$ cat config.mk
export PLATFORM = sky130hd
export DESIGN_NAME = ntt_stream_ctrl
export DESIGN_NICKNAME = d
export VERILOG_FILES = /design/src/rtl/ntt_pkg.sv /design/src/rtl/ntt_mod_reduce1.sv /design/src/rtl/ntt_stream_ctrl.sv
export SDC_FILE = /design/constraint.sdc
export NUM_CORES = 1
export LEC_CHECK = 0
export CAP_MARGIN = 20
export CORE_AREA = 2 2 105 107
export CTS_CLUSTER_SIZE = 30
export DETAILED_ROUTE_END_ITERATION = 8
export DIE_AREA = 0 0 107 109
export GPL_TIMING_DRIVEN = 0
export PLACE_DENSITY = 0.73
export SYNTH_ARGS = -nofsm -noshare
export SYNTH_HDL_FRONTEND = slang
export SYNTH_HIERARCHICAL = 1
export SYNTH_SLANG_ARGS = --single-unit
$ cat constraint.sdc
create_clock -name clk -period 2.4 [get_ports clk]
set_clock_uncertainty 0.2 [all_clocks]
set_input_delay 0.36 -clock clk [delete_from_list [all_inputs] [get_ports clk]]
set_output_delay 0.36 -clock clk [all_outputs]
set_load 0.02 [all_outputs]
$ cat src/rtl/ntt_pkg.sv
// rtl/ntt_pkg.sv - shared constants, sequencer states and index bit-reversal for the NTT stream path
package ntt_pkg;

  localparam int N_LOG = 3;
  localparam int N     = 1 << N_LOG;
  localparam int Q     = 17;

  typedef enum logic [1:0] {
    LOAD  = 2'd0,
    KICK  = 2'd1,
    RUN   = 2'd2,
    DRAIN = 2'd3
  } state_t;

  function automatic logic [N_LOG-1:0] bitrev(input logic [N_LOG-1:0] i_idx);
    logic [N_LOG-1:0] w_rev;
    for (int b = 0; b < N_LOG; b++) begin
      w_rev[b] = i_idx[N_LOG-1-b];
    end
    return w_rev;
  endfunction

endpackage

$ cat src/rtl/ntt_mod_reduce1.sv
// rtl/ntt_mod_reduce1.sv - single conditional subtract into [0,Q), flags inputs at or above 2Q
module ntt_mod_reduce1 #(
  parameter int Q = 17
) (
  input  logic [63:0] i_data,
  output logic [63:0] o_data,
  output logic        o_range_err
);

  localparam logic [63:0] W_Q1 = 64'(Q);
  localparam logic [63:0] W_Q2 = 64'(2 * Q);

  always_comb begin
    o_range_err = (i_data >= W_Q2);
    if (i_data < W_Q1) begin
      o_data = i_data;
    end else if (!o_range_err) begin
      o_data = i_data - W_Q1;
    end else begin
      o_data = '0;
    end
  end

endmodule

$ cat src/rtl/ntt_stream_ctrl.sv
// rtl/ntt_stream_ctrl.sv - loads N reduced coefficients into the engine, kicks it, drains results in order
module ntt_stream_ctrl #(
  parameter int N_LOG   = 3,
  parameter int N       = 8,
  parameter int Q       = 17,
  parameter int BITREV  = 1,
  parameter int TIMEOUT = 64
) (
  input  logic             clk,
  input  logic             rst_n,
  input  logic             s_valid,
  output logic             s_ready,
  input  logic [63:0]      s_data,
  output logic             m_valid,
  input  logic             m_ready,
  output logic [63:0]      m_data,
  output logic             m_last,
  output logic             busy,
  output logic             err,
  output logic             eng_start,
  input  logic             eng_done,
  output logic             eng_rw_mode,
  output logic [N_LOG-1:0] eng_rw_addr,
  output logic [63:0]      eng_rw_data_in,
  input  logic [63:0]      eng_rw_data_out
);

  import ntt_pkg::*;

  localparam int TW = $clog2(TIMEOUT);

  state_t           r_state;
  state_t           w_state_nxt;
  logic [N_LOG-1:0] r_wr_idx;
  logic [N_LOG-1:0] r_rd_idx;
  logic [TW-1:0]    r_tmo_cnt;
  logic             r_prime;
  logic             r_err;
  logic             r_live;
  logic [63:0]      w_red_data;
  logic             w_red_oor;
  logic             w_s_fire;
  logic             w_m_fire;
  logic             w_tmo_hit;

  ntt_mod_reduce1 #(.Q(Q)) u_reduce (
    .i_data      (s_data),
    .o_data      (w_red_data),
    .o_range_err (w_red_oor)
  );

  always_ff @(posedge clk) begin
    if (!rst_n) begin
      r_state <= LOAD;
    end else begin
      r_state <= w_state_nxt;
    end
  end

  always_comb begin
    w_state_nxt    = r_state;
    s_ready        = 1'b0;
    eng_start      = 1'b0;
    eng_rw_mode    = 1'b0;
    eng_rw_addr    = '0;
    eng_rw_data_in = '0;
    busy           = 1'b0;
    w_s_fire       = 1'b0;
    w_m_fire       = 1'b0;
    w_tmo_hit      = 1'b0;
    case (r_state)
      LOAD: begin
        // r_live keeps s_ready low through the reset cycle itself
        s_ready  = r_live;
        w_s_fire = s_valid && r_live;
        if (w_s_fire) begin
          eng_rw_mode    = 1'b1;
          eng_rw_addr    = (BITREV != 0) ? bitrev(r_wr_idx) : r_wr_idx;
          eng_rw_data_in = w_red_data;
          if (r_wr_idx == N_LOG'(N - 1)) begin
            w_state_nxt = KICK;
          end
        end
      end
      KICK: begin
        busy        = 1'b1;
        eng_start   = 1'b1;
        w_state_nxt = RUN;
      end
      RUN: begin
        busy = 1'b1;
        if (eng_done) begin
          w_state_nxt = DRAIN;
        end else if (r_tmo_cnt == TW'(TIMEOUT - 1)) begin
          w_tmo_hit   = 1'b1;
          w_state_nxt = LOAD;
        end
      end
      DRAIN: begin
        busy        = 1'b1;
        eng_rw_addr = r_rd_idx;
        w_m_fire    = r_prime && m_ready;
        if (w_m_fire && (r_rd_idx == N_LOG'(N - 1))) begin
          w_state_nxt = LOAD;
        end
      end
      default: w_state_nxt = LOAD;
    endcase
  end

  always_ff @(posedge clk) begin
    if (!rst_n) begin
      r_live    <= 1'b0;
      r_wr_idx  <= '0;
      r_rd_idx  <= '0;
      r_tmo_cnt <= '0;
      r_prime   <= 1'b0;
      r_err     <= 1'b0;
    end else begin
      r_live <= 1'b1;
      if (w_s_fire) begin
        r_wr_idx <= r_wr_idx + 1'b1;
      end
      if ((w_s_fire && w_red_oor) || w_tmo_hit) begin
        r_err <= 1'b1;
      end
      if (r_state == KICK) begin
        r_tmo_cnt <= '0;
      end else if (r_state == RUN) begin
        r_tmo_cnt <= r_tmo_cnt + 1'b1;
      end
      // prime rises one cycle after the address settles, matching the engine's registered read
      if (r_state == RUN) begin
        r_rd_idx <= '0;
        r_prime  <= 1'b0;
      end else if (r_state == DRAIN) begin
        if (w_m_fire) begin
          r_rd_idx <= r_rd_idx + 1'b1;
          r_prime  <= 1'b0;
        end else begin
          r_prime <= 1'b1;
        end
      end
    end
  end

  assign m_valid = r_prime;
  assign m_data  = r_prime ? eng_rw_data_out : '0;
  assign m_last  = r_prime && (r_rd_idx == N_LOG'(N - 1));
  assign err     = r_err;

endmodule

======== Yosys cells after proc, flatten, opt, wreduce, memory -nomap -nowiden ========
Index checks and enable logic that the tools add are counted.
storage, ports and cells
  register bits ........................... 17
  input port bits ......................... 133
  output and inout port bits .............. 138
  word-level logic and storage cells ...... 61
operators by class
  mux-type cells .......................... 25
  $lt $le $gt $ge ......................... 2
  reduce and logical (&&, ||, !) cells .... 12
  equal/unequal tests ..................... 10
  bitwise gates (word level) .............. 1
  add/sub/neg operators ................... 4
operator list
  cell                   number
  $mux 64                5
  $ge 64x6->1 const B    1
  $lt 64x5->1 const B    1
  $sub 64x5->64 const B  1
  $mux 1                 12
  $mux 2                 5
  $pmux 2 s4             1
  $add 3x1->3 const B    2
  $add 6x1->6 const B    1
  $eq 3x3->1 const B     2
  $eq 6x6->1 const B     1
  $ne 2x2->1 const B     3
  $pmux 3 s2             1
  $logic_and 1x1->1      5
  $eq 2x2->1 const B     2
  $reduce_and 4->1       1
  $reduce_or 2->1        2
  $mux 3                 1
  $ne 3x3->1 const B     1
  $reduce_or 3->1        1
  $eq 2x1->1 const B     1
  $logic_not 2->1        1
  $reduce_and 2->1       1
  $logic_or 1x1->1       1
  $not 1->1              1

======== Depth between registers and ports, before layout ========
Gate-level depths: netlist of run 1.
  word-level depth ........................ 5
  gate-level depth with buffers ........... 10
  gate-level depth less buffers ........... 8

======== Modules after synthesis ========
Netlist of run 1, hierarchy kept.
by module, submodules not included
  module           instances  seq. area each (µm²)  cells each  area an instance (µm²)
  ntt_stream_ctrl  1          340.3                 234         1739.2
  ntt_mod_reduce1  1          0.0                   122         764.5

======== Least setup slack after synthesis of run 1 ========
Ideal clock, no wire load.
  kind .................................... input-to-output
  start ................................... input port s_data[0]
  end ..................................... output port eng_rw_data_in[41]
  slack ................................... -0.136 ns
  cell stages on the path ................. 10
  path buffers ............................ 2
  data required time ...................... 1.840 ns
  data arrival time ....................... 1.976 ns
  cells stage by stage .................... inv_1 > ha_1 > or3b_4 > a21oi_4 > nand2_1 > a41oi_2 > buf_6 > buf_6 > nor2_1 > and2_1
between the ends
  longest elaborated chain between the ends .. 5
  elaborated cells on any way between the ends .. 7
  classes of those cells .................. 1 x add/sub; 2 x order compare; 4 x mux
ends and longest elaborated chain
  element                                              RTL line                                      RTL
  start, declared                                      ntt_stream_ctrl.sv:13                         input logic [63:0] s_data,
  $sub 64x5->64 / $ge 64x6->1 (equally long branches)  ntt_mod_reduce1.sv:18, ntt_mod_reduce1.sv:14
  $mux 64                                              ntt_mod_reduce1.sv:17                         end else if (!o_range_err) begin
  $mux 64 (*)                                          ntt_mod_reduce1.sv:15                         if (i_data < W_Q1) begin
  net w_red_data[41]                                   ntt_stream_ctrl.sv:40                         logic [63:0] w_red_data;
  $mux 64 (*)                                          ntt_stream_ctrl.sv:76                         if (w_s_fire) begin
  $mux 64 (*)                                          ntt_stream_ctrl.sv:71                         case (r_state)
  end, declared                                        ntt_stream_ctrl.sv:24                         output logic [63:0] eng_rw_data_in,
Mark *: on every way through the listed nets, which the timed path passes. The rest lies on a longest branch.

======== Worst setup path in the final report of run 1 ========
  start ................................... input port s_data[0]
  end ..................................... output port eng_rw_data_in[61]
Same word-level chain as after synthesis.

==> results of run 1 <==
worst paths after layout:
path | cells past startpoint | start | endpoint | slack, ps
max | 12 | s_data[0] | eng_rw_data_in[61] | -300
min | 2 | err | err | 300
max reg2reg | 6 | r_wr_idx[0] | r_state[1] | 550
min reg2reg | 2 | err | err | 300
synth_stat cells, types with 2 or more instances:
cell and n:
sky130_fd_sc_hd__a21oi_1 5, sky130_fd_sc_hd__nand4_1 2, sky130_fd_sc_hd__nor3_1 2, sky130_fd_sc_hd__inv_1 6
sky130_fd_sc_hd__dfxtp_1 17, sky130_fd_sc_hd__buf_2 2, sky130_fd_sc_hd__a22oi_1 3, sky130_fd_sc_hd__o21ai_0 3
sky130_fd_sc_hd__or3_1 4, sky130_fd_sc_hd__ha_1 12, sky130_fd_sc_hd__a311oi_1 2, sky130_fd_sc_hd__mux2i_1 5
sky130_fd_sc_hd__clkbuf_2 5, sky130_fd_sc_hd__and2_1 130, sky130_fd_sc_hd__buf_6 6, sky130_fd_sc_hd__clkbuf_1 7
sky130_fd_sc_hd__xor2_1 4, sky130_fd_sc_hd__nor2_1 55, sky130_fd_sc_hd__nand2b_1 2, sky130_fd_sc_hd__buf_4 31
sky130_fd_sc_hd__xnor2_1 4, sky130_fd_sc_hd__nand2_1 10, sky130_fd_sc_hd__nor4_1 13, sky130_fd_sc_hd__or4_1 2
sky130_fd_sc_hd__nand3_1 8
per-stage QoR:
stage / instances / power [mW]
6_report: 789 / 0.917
5_1_grt: 789 / 0.974
4_1_cts: 785 / 0.890
3_5_place_dp: 765 / 0.689
3_3_place_gp: 765 / 0.682
2_1_floorplan: 384 / 0.439
what timing repair did:
item / 4_1_cts / 5_1_grt
resized for setup: 362 / 155
gates cloned: 6 / 0
pin swaps: 38 / 37
endpoints found under the setup margin: 83 / 72
buffers inserted: 10 / 6
registers in the layout, indices dropped and copies added (netlist names):
signal and flops:
r_state 2, r_tmo_cnt 6, err 1, r_wr_idx 3, r_live 1, r_rd_idx 3
m_valid 1
area by class of cell:
class,instances,area [µm²],area share
plain buffers,51,395,0.0663
repair buffers,260,2600,0.435
inverters,6,37.5,0.00629
multi-input cells,311,2370,0.397
clock buffers,3,41.3,0.00692
well taps,140,175,0.0294
clock inverters,1,5.00,0.000839
flip-flops and latches,17,344,0.0577
kinds of logic (layout without fill, tap and decap cells):
kind of cell    Yosys count  after routing  synth area share
compound gates           20             20            0.0650
other cells               1             29           0.00150
flops                    17             17             0.136
fa+ha+maj                12             12            0.0600
xor+xnor                  8              8            0.0280
buf+inv                  57            321             0.153
mux                       6              6            0.0245
simple gates            235            236             0.532
worst max-delay path, cell delays in order:
cell	delay, ps
sky130_fd_sc_hd__buf_8	110
sky130_fd_sc_hd__inv_8	50
sky130_fd_sc_hd__ha_4	120
sky130_fd_sc_hd__or3b_4	400
sky130_fd_sc_hd__a21oi_4	180
sky130_fd_sc_hd__nand2_2	80
sky130_fd_sc_hd__a41oi_4	210
sky130_fd_sc_hd__buf_6	180
sky130_fd_sc_hd__buf_8	150
sky130_fd_sc_hd__nor2_4	50
sky130_fd_sc_hd__and2_4	130
sky130_fd_sc_hd__buf_6	120
placed cells by master, fill, tap and decap left out, types with 5 or more instances in the layout:
cell type / synthesis / layout
sky130_fd_sc_hd__buf_8: 0 / 5
sky130_fd_sc_hd__dlygate4sd2_1: 0 / 27
sky130_fd_sc_hd__mux2i_1: 5 / 5
sky130_fd_sc_hd__clkdlybuf4s50_1: 0 / 103
sky130_fd_sc_hd__dlymetal6s2s_1: 0 / 37
sky130_fd_sc_hd__ha_1: 12 / 9
sky130_fd_sc_hd__buf_4: 31 / 40
sky130_fd_sc_hd__nor2_4: 0 / 21
sky130_fd_sc_hd__and2_1: 130 / 97
sky130_fd_sc_hd__clkbuf_2: 5 / 27
sky130_fd_sc_hd__buf_6: 6 / 49
sky130_fd_sc_hd__clkdlybuf4s15_1: 0 / 14
sky130_fd_sc_hd__nor2_1: 55 / 23
sky130_fd_sc_hd__nand3_1: 8 / 8
sky130_fd_sc_hd__and2_4: 0 / 33
sky130_fd_sc_hd__conb_1: 1 / 29
sky130_fd_sc_hd__dfxtp_1: 17 / 14
sky130_fd_sc_hd__buf_2: 2 / 5
sky130_fd_sc_hd__nor4_2: 0 / 10
sky130_fd_sc_hd__nand2_1: 10 / 8
sky130_fd_sc_hd__nor2_2: 0 / 11
metal layers:
| metal | up-vias | global-route usage | share of wire |
|---|---|---|---|
| li1 | 1688 | - | - |
| met1 | 1493 | 0.164 | 0.32 |
| met2 | 165 | 0.380 | 0.58 |
| met3 | 18 | 0.0389 | 0.073 |
| met4 | 0 | 0.0557 | 0.021 |
| met5 | - | 0 | 0 |
report_power, final:
part	internal, mW	switching, mW
Clock	0.115	0.0954
Combinational	0.250	0.167
Sequential	0.286	0.00355
Total	0.652	0.266
==> impl_results.rst, run 1 <==
.. list-table::
   :header-rows: 1

   * - Metric
     - Value
   * - Run status
     - complete, but fails checks
   * - Violations in the final reports
     - setup timing
   * - Summed instance area of the synthesized netlist
     - around 2500 µm²
   * - Max-cap check violation count
     - 0
   * - Post-DP HPWL
     - slightly above 9 mm
   * - Fin. max-slew vios
     - 0
   * - Overall via count from detail_route
     - 3,364
   * - Nature of the critical path startpoint
     - input pin
   * - Via count of the first global-routing pass
     - 3,473
   * - Final worst-path cycle share
     - 1.12
   * - Worst-skew pair later-pin latency
     - 250 ps
   * - Highest attainable clock frequency
     - 0.370 GHz
   * - Number of synthesized flops with an enable pin
     - 0
   * - Fraction of the core area covered by cells at the end of the flow
     - 0.563
   * - Port Buffer Count
     - 241
   * - Number of warnings printed during yosys synthesis
     - 6
   * - Clock Root Buffer
     - sky130_fd_sc_hd__clkbuf_8
   * - Initial standard-cell utilization of the core
     - 0.236
   * - Clock transition at the registers of the reported paths
     - 60 ps
   * - Post-CTS Hold Buffers
     - 0
   * - Maximum number of pins on one net before global-route repair
     - 11
   * - Post-route antenna net violation count
     - 0
   * - Area share of the largest cell type after synthesis
     - 0.325
   * - Final-layout fill cell count
     - 946
   * - Final nets
     - 795
   * - Buffers from clock root to sink, at most
     - 2
   * - DRC violation count after routing
     - 0
   * - Pre-CTS worst setup slack
     - -1350 ps
   * - Fraction of registers with async set or reset after synthesis
     - 0
   * - Post-layout min period
     - 2700 ps
   * - Rows
     - 38
   * - Maximum resistive drop on vdd
     - 161 µV
   * - Largest area contributor in the synthesized netlist
     - sky130_fd_sc_hd__and2_1
   * - RD Place Congestion
     - 0.845
   * - Grt ovf
     - 0
   * - Iteration count of the initial detailed-routing pass
     - 4
   * - Critical path peak fanout
     - 5
   * - Sequential element share of the synthesized area
     - 0.136
   * - Gate Count Post-Synth
     - about 360
   * - Wire length after detailed routing
     - ~11 mm
   * - Required time of the worst setup path
     - 1840 ps
   * - #FFs+latches synth
     - 17
   * - Cell Pwr Density
     - roughly 150 nW/µm²
   * - Endpoints failing setup
     - 35
   * - Global-route wire length before repair
     - ~17 mm
   * - Antenna violations before repair
     - 0
   * - Share of layout cells above drive strength 1
     - 0.376
   * - Class of the tightest hold or removal check
     - reg2reg
   * - CTS tree
     - built
   * - Total Negative Setup Slacks
     - -8910 ps
   * - Die width
     - approximately 110 µm
   * - Combined global-route utilization of all metal layers
     - 0.178
   * - Count of inserted antenna diode cells
     - 0
   * - # IOs
     - 271
   * - Area grow syn2layout
     - 138%
   * - RSZ-0062 raised after global routing
     - yes
   * - DR vias/cell
     - 4.26
   * - Setup Crit Path Kind
     - in2out
   * - Area after detailed placement
     - roughly 5300 µm²
   * - Post-layout instance area
     - 5970 µm²
   * - Unique masters post-synth
     - 41
   * - DR WL/cell
     - 14.5 µm
   * - Area inside the core boundary
     - 10,600 µm²
   * - Endpoint class of the critical path
     - output port
   * - Main flop type after synthesis
     - sky130_fd_sc_hd__dfxtp_1
   * - Die area
     - 11,700 µm²
   * - H-tree Lvls
     - 1
   * - Tightest hold margin
     - 296 ps
   * - Least setup slack across all paths after layout
     - -300 ps
   * - Iter 0 DRT Violations
     - about 130
   * - Number of CTS-inserted buffers
     - 3
   * - Mean instance size in the synthesized netlist
     - 7.03 µm²
   * - Data arrival, critical path
     - ~2100 ps
   * - Leading cell types by total area after synthesis
     - sky130_fd_sc_hd__and2_1, sky130_fd_sc_hd__dfxtp_1, sky130_fd_sc_hd__buf_4
   * - Die H
     - 109 µm
   * - Final count of hold timing violations
     - 0
   * - Number of sinks handled by clock tree synthesis
     - 17
   * - Static leakage
     - 3.29 nW
(Power assumes the default switching activity.)
==> run 2, diff against run 1 <==
--- a/config.mk
+++ b/config.mk
@@ -12,6 +12,7 @@
 export DIE_AREA = 0 0 107 109
 export GPL_TIMING_DRIVEN = 0
 export PLACE_DENSITY = 0.73
+export RECOVER_POWER = 100
 export SYNTH_ARGS = -nofsm -noshare
 export SYNTH_HDL_FRONTEND = slang
 export SYNTH_HIERARCHICAL = 1
==> run 2 against run 1 <==
Effect of this change: the flow still finishes with violations (setup timing); non-clock buffer count unchanged; cell area shrank 5.1%; via count increased by 0.36%; clock power about the same; routed wire length decreased by 0.40%; flip-flop and latch count unchanged.
==> impl_results.rst, run 2 (synthesized netlist as in run 1, its figures left out) <==
.. list-table::
   :header-rows: 1

   * - Metric
     - Value
   * - Antenna violations before repair
     - 0 (unchanged)
   * - Worst-skew pair later-pin latency
     - 250 ps (about the same)
   * - Post-DP HPWL
     - 9.19 mm (unchanged)
   * - CTS tree
     - built
   * - Endpoints failing setup
     - 39 (+11%)
   * - Die area
     - 11,700 µm² (unchanged)
   * - Uppermost routed layer
     - met4
   * - Share of layout cells above drive strength 1
     - 0.362 (-0.0139)
   * - Post-CTS Hold Buffers
     - 0 (unchanged)
   * - Buffers from clock root to sink, at most
     - 2 (unchanged)
   * - Nature of the critical path startpoint
     - input pin
   * - Port Buffer Count
     - 241 (unchanged)
   * - Max-cap check violation count
     - 0 (unchanged)
   * - Die H
     - 109 µm (unchanged)
   * - Clock transition at the registers of the reported paths
     - 60 ps (about the same)
   * - Area of combinational cells with multiple inputs
     - 2350 µm² (-0.95%)
   * - Wire length after detailed routing
     - 11.4 mm (-0.40%)
   * - DR vias/cell
     - 4.28 (+0.36%)
   * - Least setup slack across all paths after layout
     - -303 ps (-2.85 ps)
   * - Post-layout min period
     - 2700 ps (+2.85 ps)
   * - Most frequent cells in the layout
     - sky130_fd_sc_hd__and2_1, sky130_fd_sc_hd__clkdlybuf4s50_1, sky130_fd_sc_hd__buf_6
   * - Via count of the first global-routing pass
     - 3,473 (unchanged)
   * - Post-route antenna net violation count
     - 0 (unchanged)
   * - RD Place Congestion
     - 0.845 (unchanged)
   * - DRC violation count after routing
     - 0 (unchanged)
   * - Cell Pwr Density
     - 161 nW/µm² (+5.1%)
   * - Initial standard-cell utilization of the core
     - 0.236 (unchanged)
   * - Total Negative Setup Slacks
     - -9080 ps (-170 ps)
   * - Static leakage
     - 2.63 nW (-20%)
   * - Final nets
     - 795 (unchanged)
   * - Grt ovf
     - 0 (unchanged)
   * - Final worst-path cycle share
     - 1.13 (+0.00119)
   * - Count of inserted antenna diode cells
     - 0 (unchanged)
   * - Fin. max-slew vios
     - 0 (unchanged)
   * - Routed metal-1 wirelength
     - 3.69 mm (+0.27%)
   * - Area grow syn2layout
     - 126%
   * - Global-route wire length before repair
     - 16.5 mm (unchanged)
   * - Overall via count from detail_route
     - 3,376 (+0.36%)
   * - # IOs
     - 271 (unchanged)
   * - Area inside the core boundary
     - 10,600 µm² (unchanged)
   * - Highest attainable clock frequency
     - 0.370 GHz (-0.11%)
   * - Run status
     - complete, but fails checks
   * - Register with the highest flop count
     - r_tmo_cnt
   * - Largest registers ranked by flip-flop count
     - r_tmo_cnt (6), r_rd_idx (3), r_wr_idx (3)
   * - RSZ-0062 raised after global routing
     - yes
   * - Required time of the worst setup path
     - 1840 ps (about the same)
   * - Class of the tightest hold or removal check
     - reg2reg
   * - Clock Root Buffer
     - sky130_fd_sc_hd__clkbuf_8
   * - Setup Crit Path Kind
     - in2out
   * - DR WL/cell
     - 14.5 µm (-0.40%)
   * - H-tree Lvls
     - 1 (unchanged)
   * - Max FFs per register
     - 6 (unchanged)
   * - Iter 0 DRT Violations
     - 111 (-17%)
   * - Iteration count of the initial detailed-routing pass
     - 4 (unchanged)
   * - Number of sinks handled by clock tree synthesis
     - 17 (unchanged)
   * - WL met2
     - 6.66 mm (-0.46%)
   * - Data arrival, critical path
     - 2140 ps (about the same)
   * - Number of CTS-inserted buffers
     - 3 (unchanged)
   * - Rows
     - 38 (unchanged)
   * - Total power
     - 0.914 mW (-0.32%)
   * - Die width
     - 107 µm (unchanged)
   * - Final count of hold timing violations
     - 0 (unchanged)
   * - Critical path peak fanout
     - 5 (unchanged)
   * - Maximum resistive drop on vdd
     - 159 µV (-1.3%)
   * - Combined global-route utilization of all metal layers
     - 0.178 (unchanged)
   * - Area occupied by registers
     - 343 µm² (-0.36%)
   * - Endpoint class of the critical path
     - output port
   * - Violations in the final reports
     - setup timing
   * - Final-layout fill cell count
     - 998 (+5.5%)
   * - Total length of routed met3 wires
     - 804 µm (-4.4%)
   * - Maximum number of pins on one net before global-route repair
     - 11 (unchanged)
run 2: cell count changes in the layout (fill, tap and decap cells not counted), sizes merged:
cell	delta
buf	-1
clkbuf	+32
clkdlybuf4s50	-7
dlygate4sd3	+7
dlymetal6s2s	-31
run 2: path summary, 6_finish.rpt:
| path | start | to | slack, ps | depth (start not counted) |
|---|---|---|---|---|
| hold / removal | err | err | 290 | 2 |
| setup reg to reg | r_state[0] | r_state[1] | 210 | 7 |
| hold reg to reg | err | err | 290 | 2 |
| setup / recovery | s_data[0] | eng_rw_data_in[57] | -300 | 12 |
run 2: metrics by stage:
stage	util	worst slack, ps	instances	hold slack, ps	area, µm²
floorplan	-	3.04	384	188	2710
global placement	0.500	-1310	765	266	5300
detailed placement	0.500	-1350	765	285	5300
CTS	0.529	-339	785	305	5610
global route	0.534	-385	789	342	5660
finish	0.534	-303	789	292	5660
run 2: routing by layer:
metal,GRT usage,vias to the layer above
li1,-,1685
met1,0.164,1506
met3,0.0389,22
met4,0.0557,0
met2,0.380,163
met5,0,-
run 2: critical path, cell delays in order:
cell,delay (ps)
sky130_fd_sc_hd__buf_8,110
sky130_fd_sc_hd__inv_8,50
sky130_fd_sc_hd__ha_4,120
sky130_fd_sc_hd__or3b_4,400
sky130_fd_sc_hd__a21oi_4,180
sky130_fd_sc_hd__nand2_2,80
sky130_fd_sc_hd__a41oi_4,220
sky130_fd_sc_hd__buf_6,180
sky130_fd_sc_hd__buf_8,150
sky130_fd_sc_hd__nor2_4,40
sky130_fd_sc_hd__and2_4,130
sky130_fd_sc_hd__buf_6,120
run 2: final cells by class:
cell class              count  share of cell area
plain buffers              51              0.0681
inverters                   6             0.00663
multi-input cells         311               0.415
repair buffers            260               0.411
well taps                 140              0.0309
clock buffers               3             0.00729
flip-flops and latches     17              0.0606
clock inverters             1            0.000884
run 2: timing repair:
item	in CTS	in global routing
setup buffers	10	6
setup endpoints to repair	83	72
cloned	6	0
gates resized for setup	362	155
pin swaps	38	37
run 2: report_power, final:
part | switching (mW) | internal (mW)
Combinational | 0.167 | 0.249
Clock | 0.0930 | 0.115
Sequential | 0.00354 | 0.286
